### src/rtl/keypad_decoder.sv
// keypad_decoder
// Decode end of the keypad scanner bitmap interface. Each scan frame is
// debounced: the bitmap is accepted only after DEBOUNCE_FRAMES identical
// frames. Newly pressed keys are collected in a pending bitmap. From there
// they drain, lowest index first, into a small key-code FIFO. A valid/ready
// handshake reads the FIFO.
// Optional feature: define KEYPAD_AUTOREPEAT_EN to build the hold counter.
// A single held key is then re-queued after REPEAT_DELAY frames and every
// REPEAT_RATE frames after that. Without the macro the REPEAT_* parameters
// are ignored.
module keypad_decoder #(
  parameter int unsigned N_COLUMN        = 4,
  parameter int unsigned N_ROW           = 4,
  parameter int unsigned DEBOUNCE_FRAMES = 3,
  parameter int unsigned FIFO_DEPTH      = 4,
  parameter int unsigned REPEAT_DELAY    = 50,
  parameter int unsigned REPEAT_RATE     = 10
) (
  input  logic                              clk,
  input  logic                              rst_n,
  input  logic [N_COLUMN*N_ROW-1:0]         keys,
  input  logic                              keys_valid,
  output logic [$clog2(N_COLUMN*N_ROW)-1:0] key_code,
  output logic                              key_valid,
  input  logic                              key_ready,
  output logic [N_COLUMN*N_ROW-1:0]         pressed,
  output logic [$clog2(FIFO_DEPTH):0]       fifo_count
);

  localparam int unsigned NK  = N_COLUMN * N_ROW;
  localparam int unsigned CW  = $clog2(NK);
  localparam int unsigned PW  = $clog2(FIFO_DEPTH);
  localparam int unsigned FCW = $clog2(DEBOUNCE_FRAMES + 1);

  localparam logic [FCW-1:0] DB_TARGET = FCW'(DEBOUNCE_FRAMES);
  localparam logic [PW:0]    FIFO_FULL = (PW+1)'(FIFO_DEPTH);

  // Reject parameter sets the logic below cannot honour.
  if (DEBOUNCE_FRAMES < 1) begin : g_bad_debounce
    $error("keypad_decoder: DEBOUNCE_FRAMES must be at least 1");
  end
  if (FIFO_DEPTH < 2 || (FIFO_DEPTH & (FIFO_DEPTH - 1)) != 0) begin : g_bad_depth
    $error("keypad_decoder: FIFO_DEPTH must be a power of two, at least 2");
  end
  if (REPEAT_DELAY < 1 || REPEAT_RATE < 1) begin : g_bad_repeat
    $error("keypad_decoder: REPEAT_DELAY and REPEAT_RATE must be at least 1");
  end

  logic [NK-1:0]  candidate_q, candidate_d;
  logic [NK-1:0]  stable_q, stable_d;
  logic [NK-1:0]  pending_q, pending_d;
  logic [FCW-1:0] frame_cnt_q, frame_cnt_d;
  logic [NK-1:0]  new_press;
  logic [NK-1:0]  repeat_bits;
  logic [NK-1:0]  enq_bit;
  logic [CW-1:0]  enq_code;
  logic [CW-1:0]  mem_q [FIFO_DEPTH];
  logic [PW-1:0]  wr_ptr_q, wr_ptr_d, rd_ptr_q, rd_ptr_d;
  logic [PW:0]    count_q, count_d;
  logic           push, pop;

  // Frame debounce: count identical frames, accept the bitmap at the target count.
  always_comb begin
    // NOTE: every combinational output gets a default first, so no path leaves it unassigned and no latch is inferred.
    candidate_d = candidate_q;
    frame_cnt_d = frame_cnt_q;
    stable_d    = stable_q;
    if (keys_valid) begin
      if (keys == candidate_q) begin
        if (frame_cnt_q != DB_TARGET) frame_cnt_d = frame_cnt_q + FCW'(1);
      end else begin
        candidate_d = keys;
        frame_cnt_d = FCW'(1);
      end
      if (frame_cnt_d == DB_TARGET) stable_d = keys;
    end
    new_press = stable_d & ~stable_q;
  end

  // Lowest-index pending key; this is the code written on a push.
  always_comb begin
    enq_code = '0;
    for (int i = NK - 1; i >= 0; i--) begin
      if (pending_q[i]) enq_code = CW'(i);
    end
  end

  // Pending bitmap and FIFO pointers; a full FIFO blocks the push even when popping.
  always_comb begin
    push      = (pending_q != '0) && (count_q != FIFO_FULL);
    pop       = key_valid && key_ready;
    enq_bit   = pending_q & (~pending_q + NK'(1));
    pending_d = (pending_q & ~(push ? enq_bit : '0)) | new_press | repeat_bits;
    wr_ptr_d  = push ? wr_ptr_q + PW'(1) : wr_ptr_q;
    rd_ptr_d  = pop  ? rd_ptr_q + PW'(1) : rd_ptr_q;
    count_d   = count_q;
    unique case ({push, pop})
      2'b10:   count_d = count_q + (PW+1)'(1);
      2'b01:   count_d = count_q - (PW+1)'(1);
      default: count_d = count_q;
    endcase
  end

`ifdef KEYPAD_AUTOREPEAT_EN
  localparam int unsigned RMAX = (REPEAT_DELAY > REPEAT_RATE) ? REPEAT_DELAY : REPEAT_RATE;
  localparam int unsigned HW   = $clog2(RMAX + 1);
  localparam logic [HW-1:0] DELAY_T = HW'(REPEAT_DELAY);
  localparam logic [HW-1:0] RATE_T  = HW'(REPEAT_RATE);

  logic [HW-1:0] hold_q, hold_d;
  logic          repeating_q, repeating_d;
  logic          single_key;

  // Hold counter: first repeat after REPEAT_DELAY frames, then every REPEAT_RATE frames.
  always_comb begin
    hold_d      = hold_q;
    repeating_d = repeating_q;
    repeat_bits = '0;
    single_key  = (stable_q != '0) && ((stable_q & (stable_q - NK'(1))) == '0);
    if (keys_valid) begin
      if ((stable_d != stable_q) || !single_key) begin
        hold_d      = '0;
        repeating_d = 1'b0;
      end else begin
        hold_d = hold_q + HW'(1);
        if (!repeating_q && hold_d == DELAY_T) begin
          repeat_bits = stable_q;
          repeating_d = 1'b1;
          hold_d      = '0;
        end else if (repeating_q && hold_d == RATE_T) begin
          repeat_bits = stable_q;
          hold_d      = '0;
        end
      end
    end
  end

  // Hold counter state.
  always_ff @(posedge clk or negedge rst_n) begin
    if (!rst_n) begin
      hold_q      <= '0;
      repeating_q <= 1'b0;
    end else begin
      hold_q      <= hold_d;
      repeating_q <= repeating_d;
    end
  end
`else
  assign repeat_bits = '0;
`endif

  // Debounce, pending and FIFO control state.
  always_ff @(posedge clk or negedge rst_n) begin
    // NOTE: sequential state uses non-blocking assignments so all flops update from pre-edge values.
    if (!rst_n) begin
      candidate_q <= '0;
      frame_cnt_q <= '0;
      stable_q    <= '0;
      pending_q   <= '0;
      wr_ptr_q    <= '0;
      rd_ptr_q    <= '0;
      count_q     <= '0;
    end else begin
      candidate_q <= candidate_d;
      frame_cnt_q <= frame_cnt_d;
      stable_q    <= stable_d;
      pending_q   <= pending_d;
      wr_ptr_q    <= wr_ptr_d;
      rd_ptr_q    <= rd_ptr_d;
      count_q     <= count_d;
    end
  end

  // FIFO storage write port.
  always_ff @(posedge clk) begin
    // NOTE: storage is deliberately not reset; key_code is gated by key_valid, so stale entries never reach the port.
    if (push) mem_q[wr_ptr_q] <= enq_code;
  end

  assign key_valid  = (count_q != '0);
  assign key_code   = key_valid ? mem_q[rd_ptr_q] : '0;
  assign pressed    = stable_q;
  assign fifo_count = count_q;

endmodule
### config.mk
export PLATFORM = sky130hd
export DESIGN_NAME = keypad_decoder
export DESIGN_NICKNAME = d
export VERILOG_FILES = /design/src/rtl/keypad_decoder.sv
export SDC_FILE = /design/constraint.sdc
export NUM_CORES = 1
export LEC_CHECK = 0
export CAP_MARGIN = 20
export CORE_MARGIN = 2
export CORE_UTILIZATION = 58
export DETAILED_ROUTE_END_ITERATION = 8
export DONT_BUFFER_PORTS = 1
export GPL_ROUTABILITY_DRIVEN = 0
export PLACE_DENSITY = 0.74
export SLEW_MARGIN = 0
export SYNTH_ARGS = -nofsm -noshare
export SYNTH_HDL_FRONTEND = slang
export SYNTH_SLANG_ARGS = --single-unit
### constraint.sdc
create_clock -name clk -period 5.1 [get_ports clk]
set_clock_uncertainty 0.1 [all_clocks]
set_input_delay 1.275 -clock clk [delete_from_list [all_inputs] [get_ports clk]]
set_output_delay 1.275 -clock clk [all_outputs]
set_load 0.01 [all_outputs]
== Word level (Yosys, flattened, before mapping) ==
Memories as Yosys holds them, arrays and structs flattened.
Index checks and enable logic that the tools add are counted.

* Bitwise gates (word level): 8
* Multiplexer cells: 26
* $add $sub $neg: 6
* Reductions and logical operators: 6
* Eq/ne operators: 6

{| class="wikitable"
|+ Operators by type and width
! cell !! number
|-
| 4-bit 2-to-1 mux || 17
|-
| 16-bit bitwise AND || 3
|-
| 16-bit 2-to-1 mux || 3
|-
| 16-bit inverter || 3
|-
| 16-bit by 1-bit adder with 16-bit output (second input constant) || 1
|-
| 16-bit == test || 1
|-
| 16-bit bitwise OR || 1
|-
| 16-bit nonzero test || 1
|-
| 2-bit by 1-bit adder with 2-bit output (second input constant) || 3
|-
| 2-bit 2-to-1 mux || 3
|-
| 3-bit case mux with 2 select lines || 1
|-
| 2-bit == test (second input constant) || 2
|-
| 3-bit by 1-bit adder with 3-bit output (second input constant) || 1
|-
| 3-bit inequality test (second input constant) || 1
|-
| 3-bit nonzero test || 1
|-
| 3-bit by 1-bit subtractor with 3-bit output (second input constant) || 1
|-
| 2-bit by 1-bit == test with 1-bit output (second input constant) || 1
|-
| 1-bit logical AND || 2
|-
| 1-bit 2-to-1 mux || 2
|-
| 2-bit inequality test (second input constant) || 1
|-
| 2-bit AND reduction || 1
|-
| 2-bit nonzero test || 1
|-
| 1-bit inverter || 1
|}

* Output and inout bits: 24
* Bits in writable memories: 16
* Bits of input ports: 20
* Word-level logic and storage cells: 60
* Memories kept: 1
* Bits in registers: 57

{| class="wikitable"
|+ Memory list
! name !! depth !! width !! read ports !! clocked after Yosys merged registers in !! write ports !! line !! text
|-
| mem_q || 4 || 4 || 1 || 0 || 1 || 57 || <nowiki>logic [CW-1:0] mem_q [FIFO_DEPTH];</nowiki>
|}

== Depth between registers and ports, before layout ==
Gate-level depths: netlist (run 1).

* Depth after elaboration: 16
* Gate-level depth with buffers: 10
* Mapped depth without buffers: 9

== Worst setup path before layout (run 1) ==
OpenSTA, ideal clock, no wires.

* Path kind: input to register
* From: in keys[13]
* To: reg stable_q[10], in the netlist pressed[10]
* Required time: 4.875 ns
* Cell stages on the path: 6
* Arrival: 2.759 ns
* Path buffers: 1
* Slack: 2.116 ns
* Library setup time: 0.125 ns
* Cell sequence: xor2_1 -> nor4_1 -> nand4_2 -> nor2_4 -> buf_6 -> mux2_2

* Longest elaborated chain between the ends: 6

{| class="wikitable"
|+ Ends and longest elaborated chain
! element !! line !! text
|-
| start, declared || 21 || <nowiki>input logic [N_COLUMN*N_ROW-1:0] keys,</nowiki>
|-
| 16-bit == test || 69 || <nowiki>if (keys == candidate_q) begin</nowiki>
|-
| 2-bit 2-to-1 mux || 69 ||
|-
| 2-bit 2-to-1 mux || 68 || <nowiki>if (keys_valid) begin</nowiki>
|-
| 2-bit == test || 75 || <nowiki>if (frame_cnt_d == DB_TARGET) stable_d = keys;</nowiki>
|-
| 16-bit 2-to-1 mux || 75 ||
|-
| 16-bit 2-to-1 mux || 68 ||
|-
| named net stable_d[10] || 50 || <nowiki>logic [NK-1:0] stable_q, stable_d;</nowiki>
|-
| end signal, assigned || 166 || <nowiki>stable_q <= stable_d;</nowiki>
|-
| end, declared || 50 ||
|}

The timed path passes the listed nets, and every way through them passes these cells. The select of a mux whose other input is x is not followed.
A chain may end at the register's enable or synchronous reset.

== Worst setup path after layout (run 1) ==
* From: in keys[8]
* To: reg stable_q[4], in the netlist pressed[4]

Same word-level chain as after synthesis.

==> results of run 1 <==
[worst paths after layout]
path / to / slack, ns
setup / recovery: pressed[4] / 1.91
max in group asynchronous: rd_ptr_q[0] / 4.27
setup reg to reg: fifo_count[2] / 2.03
min in group asynchronous: wr_ptr_q[0] / 0.52
hold / removal: candidate_q[8] / 0.43
hold reg to reg: candidate_q[8] / 0.43
[through the flow]
stage / utilization / power [mW] / cells / cell area, um2 / worst slack, ns
floorplan: - / 0.950 / 259 / 3350 / 2.12
detailed placement: 0.615 / 1.01 / 326 / 3410 / 1.57
finish: 0.657 / 1.50 / 342 / 3640 / 1.91
global placement: 0.615 / 0.991 / 326 / 3410 / 1.48
global route: 0.657 / 1.58 / 342 / 3640 / 1.71
CTS: 0.657 / 1.51 / 342 / 3640 / 1.87
[final cells by class]
class | count | area, um2 | share of cell area
clock buffer | 13 | 191 | 0.0526
clock inverter | 3 | 41.3 | 0.0113
inverter | 25 | 93.8 | 0.0258
multi-input combinational | 156 | 1320 | 0.362
sequential | 73 | 1910 | 0.524
tap | 72 | 90.1 | 0.0248
[routing by layer]
layer | global-route usage | vias to the layer above
met5 | 0 | -
met3 | 0.0607 | 17
met2 | 0.344 | 42
met4 | 0.114 | 0
li1 | - | 959
met1 | 0.270 | 1020
[kinds of logic (layout without fill, tap and decap cells)]
group / Yosys count / in the layout / synth area share
xor+xnor: 22 / 22 / 0.0574
buf+inv: 30 / 41 / 0.0392
fa+ha+maj: 6 / 6 / 0.0246
simple gates: 54 / 54 / 0.0884
mux: 37 / 37 / 0.137
flops: 73 / 73 / 0.568
compound gates: 37 / 37 / 0.0847
[power breakdown]
group / total (mW) / switching (mW) / internal (mW)
sequential: 0.721 / 0.0616 / 0.660
clock: 0.508 / 0.210 / 0.299
combinational: 0.266 / 0.136 / 0.130
[registers in the layout, summed over array words and instances (netlist names)]
name	flops
pending_q	16
rd_ptr_q	2
candidate_q	16
fifo_count	3
mem_q	16
frame_cnt_q	2
wr_ptr_q	2
pressed	16
[placed cells by master, fill, tap and decap left out, drive strengths merged, types with 3 or more instances in the layout]
cell / count
edfxtp: 16
xor2: 19
nor3: 3
ha: 5
o21ai: 9
a21oi: 3
and2: 9
nor2: 13
nor2b: 3
nor4: 8
dfrtp: 57
mux4: 4
inv: 26
mux2: 32
xnor2: 3
a32o: 10
o41ai: 6
clkbuf: 13
nand2: 9
[worst reg2reg max path, cell delays in order, from the launching register on]
cell and delay (ns):
dfrtp_1 0.44, nor4_1 0.60, a41oi_1 0.57, inv_1 0.25, ha_1 0.20, inv_1 0.06
fa_1 0.37, xor2_1 0.15, nor2_1 0.12, xor2_1 0.15
==> impl_metrics.toml, run 1 <==
[setup_path]
critPathKind = "input pin to flip-flop"
crit_required_ns = 5.23
crit_fanout = 26
worstRegToRegCells = 9
cpPeakStageDelay_ns = 0.66
crit_family = "simple AND/OR/NAND/NOR gates"
cp_num_cells = 5
cp_cell_sequence = "xor2_1, nor4_1, nand4_2, nor2_4, mux2_2"
r2r_start = "pending_q[0]"
crit_path_start = "keys[8]"
cp_num_buf_inv = 0
crit_slowest_cell = "nor2_4"
arrival_ns = 3.33
worst_setup_path_start_kind = "input pin"
endpoint_kind = "flip-flop"

[hold_path]
whs_path_depth = 1
hold_start = "candidate_q[8]"
min_path_type = "flip-flop to flip-flop"

[synthesis]
synth_top_area_share = 0.425
synth_seq_cells = 73
synth_edf_count = 16
async_flop_share = 0.781
synthFlopType = "dfrtp_1"
synth_cell_types = 39
avgSynthCellArea_um2 = 13.0
syn_nets = 285
synth_cells = 259
synthMostInstantiatedCell = "dfrtp_1"
ys_warn_count = 0
yosysSeqAreaShare = 0.568
synth_area_um2 = 3350
synth.largest_area_cell = "dfrtp_1"
synth.area.top_cells = "dfrtp_1 43%, edfxtp_1 14%, mux2_2 10%"
ys_top_cells_by_count = "57 x dfrtp_1, 31 x mux2_2, 25 x inv_1"

[floorplanning]
fp.dieH_um = 80.1
die_w_um = 80.1
start_util = 0.605
core_area_um2 = 5540
io_pins = 44
row_count = 27
die_area_um2 = 6410

[clock_network]
clk_path_buf_depth = 2
cts.sinks = 73
ctsRootBufferMaster = "clkbuf_8"
cts_max_level = 3
cts_resized = 0
post_cts_buffers = 0
clkTransAtPathRegs_ns = 0.08
clkLatencyLatePin_ns = 0.35
hold_buffers = 0
cts_buffers = 9
cts_tree = "done"

[global_route]
grt_pass1_vias = 2047
grt_first_pass_wirelength_mm = 10.2
gr-total-overflow = 0
grt_use_total = 0.217
antenna_found_initial = 0
grt_max_degree = 58

[routing]
post-route-drc-count = 0
wl_met2_mm = 3.05
ant_nets = 0
top_layer = "met4"
post_drt_via_cell_ratio = 5.96
drt-met1-wl_mm = 2.67
wire_per_inst_um = 18.1
drt_iter0_drc = 98
wirelength_mm = 6.19
met3_wirelength_um = 302
vias = 2038
first_pass_iters = 5

[timing]
maxSlewHeadroom = 0.380
fmax_mhz = 313
worstMarginPinSlew_ns = 0.918
finalSetupViolCount = 0
final_hold_viol_count = 0
fin_crit_sh = 0.626
fin_crit_ns = 3.19
finalSetupTns_ns = 0
whs_ns = 0.427
maxSlewViolCount = 0
grt_setup_unrepaired = "no"

[placement]
dp_hpwl_mm = 4.55
portBuffers = 0

[cells_and_area]
diodes = 0
nets = 291
area_delta_synth_final_pct = 8.50
drive_gt1_frac = 0.196
fillers = 453

[run]
drv_cap = 0

[power]
power.leakage_nw = 1.57
power_density_nw_per_um2 = 411
ir_drop_mv = 0.315

[outcome]
status = "complete, no violations"
No activity file was read; power rests on OpenSTA's default activity.
==> inputs of run 2 (changes only) <==
--- a/config.mk
+++ b/config.mk
@@ -7,11 +7,11 @@
 export LEC_CHECK = 0
 export CAP_MARGIN = 20
 export CORE_MARGIN = 2
-export CORE_UTILIZATION = 58
+export CORE_UTILIZATION = 57
 export DETAILED_ROUTE_END_ITERATION = 8
 export DONT_BUFFER_PORTS = 1
 export GPL_ROUTABILITY_DRIVEN = 0
-export PLACE_DENSITY = 0.74
+export PLACE_DENSITY = 0.75
 export SLEW_MARGIN = 0
 export SYNTH_ARGS = -nofsm -noshare
 export SYNTH_HDL_FRONTEND = slang
==> constraint.sdc (replaced) <==
create_clock -name clk -period 2.8 [get_ports clk]
set_clock_uncertainty 0.1 [all_clocks]
set_input_delay 0.7 -clock clk [delete_from_list [all_inputs] [get_ports clk]]
set_output_delay 0.7 -clock clk [all_outputs]
set_load 0.01 [all_outputs]
==> run 2 against run 1 <==
Worst hold slack worse by 0.31 ns. Final area increased by 1.7%. Final cell count is 1.8% higher. Combinational power increased by 98%. Register-to-register slack worse by 1.7 ns.
==> impl_metrics.toml, run 2 (synthesized netlist as in run 1, its figures left out) <==
[setup_path]
r2r_start = "pending_q[0]"
worstRegToRegCells = 9
crit_path_start = "pending_q[0]"
crit_required_ns = 2.96
rrSetupSlack_ns = 0.31
crit_fanout = 7
endpoint_kind = "flip-flop"
arrival_ns = 2.65
worst_setup_path_start_kind = "flip-flop"
critPathKind = "flip-flop to flip-flop"
r2r_end = "fifo_count[2]"

[floorplanning]
row_count = 27
fp.dieH_um = 80.7
start_util = 0.598
die_area_um2 = 6510
core_area_um2 = 5610
io_pins = 44
die_w_um = 80.7

[routing]
post_drt_via_cell_ratio = 5.93
drt_iter0_drc = 113
first_pass_iters = 4
vias = 2062
wire_per_inst_um = 18.3
ant_nets = 0
wirelength_mm = 6.38
post-route-drc-count = 0

[clock_network]
ctsRootBufferMaster = "clkbuf_8"
cts_buffers = 9
post_cts_buffers = 0
clkTransAtPathRegs_ns = 0.07
clkLatencyLatePin_ns = 0.34
cts.sinks = 73
cts_max_level = 3
clk_path_buf_depth = 2
cts_tree = "done"

[timing]
finalWorstSetupSlack_ns = 0.312
maxSlewViolCount = 0
fmax_mhz = 402
grt_setup_unrepaired = "no"
maxSlewHeadroom = 0.660
finalSetupViolCount = 0
worstMarginPinSlew_ns = 0.505
finalSetupTns_ns = 0
final_hold_viol_count = 0
fin_crit_sh = 0.888
fin_crit_ns = 2.49

[cells_and_area]
final_common_cell = "dfrtp_1"
drive_gt1_frac = 0.217
final_cell_mix = "57 x dfrtp_1, 31 x mux2_2, 25 x inv_1"
diodes = 0
nets = 297
fin_area_um2 = 3700
area_delta_synth_final_pct = 10.4

[outcome]
status = "complete, no violations"

[placement]
dp_hpwl_mm = 4.55
place_area_um2 = 3460
portBuffers = 0
pre_cts_ws_ns = 0.119

[power]
power_density_nw_per_um2 = 726
power.leakage_nw = 1.61
power.total_mw = 2.69
ir_drop_mv = 0.425

[hold_path]
min_path_type = "input pin to asynchronous set/reset pin"

[global_route]
grt_pass1_vias = 2108
grt_first_pass_wirelength_mm = 10.5
gr-total-overflow = 0
grt_use_total = 0.222
antenna_found_initial = 0
grt_max_degree = 58

[run]
drv_cap = 0
-- run 2: cell count changes in the layout (fill, tap and decap cells not counted), sizes merged --
cell	before	now
clkinv	1	2
bufinv	1	0
buf	0	6
-- run 2: area by class of cell --
| cell class | instances | area, um2 |
|---|---|---|
| clock buffer | 13 | 201 |
| clock inverter | 3 | 16.3 |
| fill | 437 | 1910 |
| inverter | 25 | 93.8 |
| multi-input combinational | 156 | 1320 |
| sequential | 73 | 1910 |
| tap | 72 | 90.1 |
| timing repair buffer | 6 | 77.6 |
-- run 2: how the worst max path moves through the flow --
| stage | end | slack (ns) | depth (start not counted) |
|---|---|---|---|
| 6_report | fifo_count[2] | 0.31 | 9 |
| 2_1_floorplan | fifo_count[2] | 0.24 | 10 |
| 5_1_grt | fifo_count[2] | 0.05 | 9 |
| 3_5_place_dp | candidate_q[0] | 0.12 | 5 |
| 3_3_place_gp | candidate_q[7] | 0.11 | 5 |
| 4_1_cts | key_code[2] | 0.32 | 2 |
-- run 2: stage by stage --
stage | std cells | util | hold slack (ns)
2_1_floorplan | 259 | - | 0.304
3_3_place_gp | 331 | 0.616 | 0.307
3_5_place_dp | 331 | 0.616 | 0.307
4_1_cts | 348 | 0.660 | 0.130
5_1_grt | 348 | 0.660 | 0.129
6_report | 348 | 0.660 | 0.117
-- run 2: per-layer routing --
layer  routed length (um)  global-route usage  vias to the layer above
li1                     -                   -                      957
met2                 3220               0.358                       63
met1                 2720               0.282                     1034
met4                  124               0.110                        0
met3                  311              0.0539                        8
met5                    0                   0                        -
-- run 2: repair_timing --
item / in CTS / in global routing
setup endpoints to repair: 0 / 0
gates resized for setup: 0 / 0
hold endpoints to repair: 57 / 0
hold buffers: 1 / 0
-- run 2: critical path: stages, from the launching register on --
cell and delay (ns):
dfrtp_1 0.44, nor4_1 0.45, a41oi_1 0.23, inv_1 0.17
ha_1 0.20, inv_1 0.06, fa_1 0.37, xor2_1 0.15
nor2_1 0.11, xor2_1 0.14
-- run 2: power by group --
part           switching (mW)  total (mW)  internal, mW
Clock                   0.372       0.847         0.476
Sequential              0.113        1.31          1.20
Combinational           0.277       0.526         0.250
==> inputs of run 3 (changes only) <==
--- a/config.mk
+++ b/config.mk
@@ -12,7 +12,7 @@
 export DONT_BUFFER_PORTS = 1
 export GPL_ROUTABILITY_DRIVEN = 0
 export PLACE_DENSITY = 0.75
-export SLEW_MARGIN = 0
+export REMOVE_ABC_BUFFERS = 1
 export SYNTH_ARGS = -nofsm -noshare
 export SYNTH_HDL_FRONTEND = slang
 export SYNTH_SLANG_ARGS = --single-unit
==> constraint.sdc (replaced) <==
create_clock -name clk -period 2.8 [get_ports clk]
set_clock_uncertainty 0.1 [all_clocks]
set_input_delay 0.42 -clock clk [delete_from_list [all_inputs] [get_ports clk]]
set_output_delay 0.42 -clock clk [all_outputs]
set_load 0.01 [all_outputs]
==> run 3 against run 2 <==
Clock power is 19% lower. Final cell count is 1.1% higher. Clock-buffer cell count unchanged. Flip-flop and latch count did not move. Setup slack worse by 0.0061 ns. Via count down 1.0%. Sequential share of layout area up 0.052 points. Wire length decreased by 3.9%.
==> impl_metrics.toml, run 3 (synthesized netlist as in run 1, its figures left out) <==
[setup_path]
worstRegToRegCells = 9
critPathKind = "flip-flop to flip-flop"
rrSetupSlack_ns = 0.31
endpoint_kind = "flip-flop"
r2r_end = "fifo_count[2]"
worst_setup_path_start_kind = "flip-flop"
crit_required_ns = 2.96
r2r_start = "fifo_count[1]"
arrival_ns = 2.65
crit_fanout = 4

[cells_and_area]
fillers = 448
fin_area_um2 = 3700
nets = 303
final_cell_mix = "57 x dfrtp_1, 31 x mux2_2, 25 x inv_1"
final_common_cell = "dfrtp_1"
drive_gt1_frac = 0.214
area_delta_synth_final_pct = 10.3
diodes = 0
final_core_util = 0.660
stdcell_count = 352

[clock_network]
cts.sinks = 73
clkLatencyLatePin_ns = 0.34
cts_resized = 0
cts_tree = "done"
cts_max_level = 3
ctsRootBufferMaster = "clkbuf_8"
cts_buffers = 9
clk_path_buf_depth = 2
clkTransAtPathRegs_ns = 0.07

[hold_path]
timing.hold.worst_endpoint = "frame_cnt_q[1]"
min_path_type = "input pin to flip-flop"
hold_start = "keys_valid"
whs_path_depth = 1

[floorplanning]
start_util = 0.598
fp.dieH_um = 80.7
io_pins = 44
core_area_um2 = 5610
row_count = 27
die_area_um2 = 6510
die_w_um = 80.7

[placement]
dp_hpwl_mm = 4.45
dp.cells = 336
place_area_um2 = 3510
portBuffers = 0
pre_cts_ws_ns = 0.336

[routing]
post-route-drc-count = 0
wire_per_inst_um = 17.4
ant_nets = 0
first_pass_iters = 5
drt_iter0_drc = 72
post_drt_via_cell_ratio = 5.80
vias = 2041
wirelength_mm = 6.13

[global_route]
antenna_found_initial = 0
grt_use_total = 0.213
gr-total-overflow = 0
grt_max_degree = 58
grt_pass1_vias = 2096
grt_first_pass_wirelength_mm = 10.2

[timing]
fin_crit_sh = 0.891
finalWorstSetupSlack_ns = 0.306
final_hold_viol_count = 0
grt_setup_unrepaired = "no"
fmax_mhz = 401
whs_ns = 0.0551
maxSlewViolCount = 0
finalSetupTns_ns = 0
fin_crit_ns = 2.49
maxSlewHeadroom = 0.589
worstMarginPinSlew_ns = 0.616
finalSetupViolCount = 0

[power]
power.leakage_nw = 1.60
power.total_mw = 2.53
power_density_nw_per_um2 = 685
ir_drop_mv = 0.415

[run]
drv_cap = 0

[outcome]
status = "complete, no violations"
[run 3: timing repair]
action / in CTS / in global routing
hold buffers: 2 / 0
setup buffers: 0 / 0
endpoints found under the hold margin: 57 / 0
[run 3: where the power goes]
part           switching [mW]  internal (mW)  leakage, nW
Clock                   0.348          0.336       0.0794
Sequential             0.0957           1.20        0.886
Combinational           0.290          0.260        0.638
[run 3: worst max path at each step]
| stage | startpoint | end | slack [ns] |
|---|---|---|---|
| 2_1_floorplan | pending_q[0] | fifo_count[2] | 0.19 |
| 3_3_place_gp | pending_q[14] | fifo_count[2] | 0.41 |
| 3_5_place_dp | fifo_count[2] | fifo_count[2] | 0.34 |
| 4_1_cts | pending_q[14] | fifo_count[2] | 0.32 |
| 5_1_grt | pending_q[14] | fifo_count[2] | 0.08 |
| 6_report | fifo_count[1] | fifo_count[2] | 0.31 |
[run 3: layout make-up]
class / count / area [um2] / area share
Inverter: 25 / 93.8 / 0.0254
Timing Repair Buffer: 12 / 138 / 0.0372
Sequential cell: 73 / 1910 / 0.516
Multi-Input combinational cell: 156 / 1320 / 0.356
Clock inverter: 1 / 5.00 / 0.00135
Tap cell: 72 / 90.1 / 0.0244
Clock buffer: 13 / 149 / 0.0403
[run 3: per-layer routing]
metal | up-vias | track usage | routed length, um
li1 | 974 | - | -
met3 | 9 | 0.0551 | 330
met2 | 51 | 0.343 | 2960
met4 | 0 | 0.0966 | 102
met1 | 1007 | 0.272 | 2740
met5 | - | 0 | 0
[run 3: critical path: stages (launching register included)]
cell     delay, ns
dfrtp_1       0.44
nor3b_1       0.56
a41oi_1       0.12
inv_1         0.15
ha_1          0.19
inv_1         0.06
fa_1          0.37
xor2_1        0.15
nor2_1        0.11
xor2_1        0.15
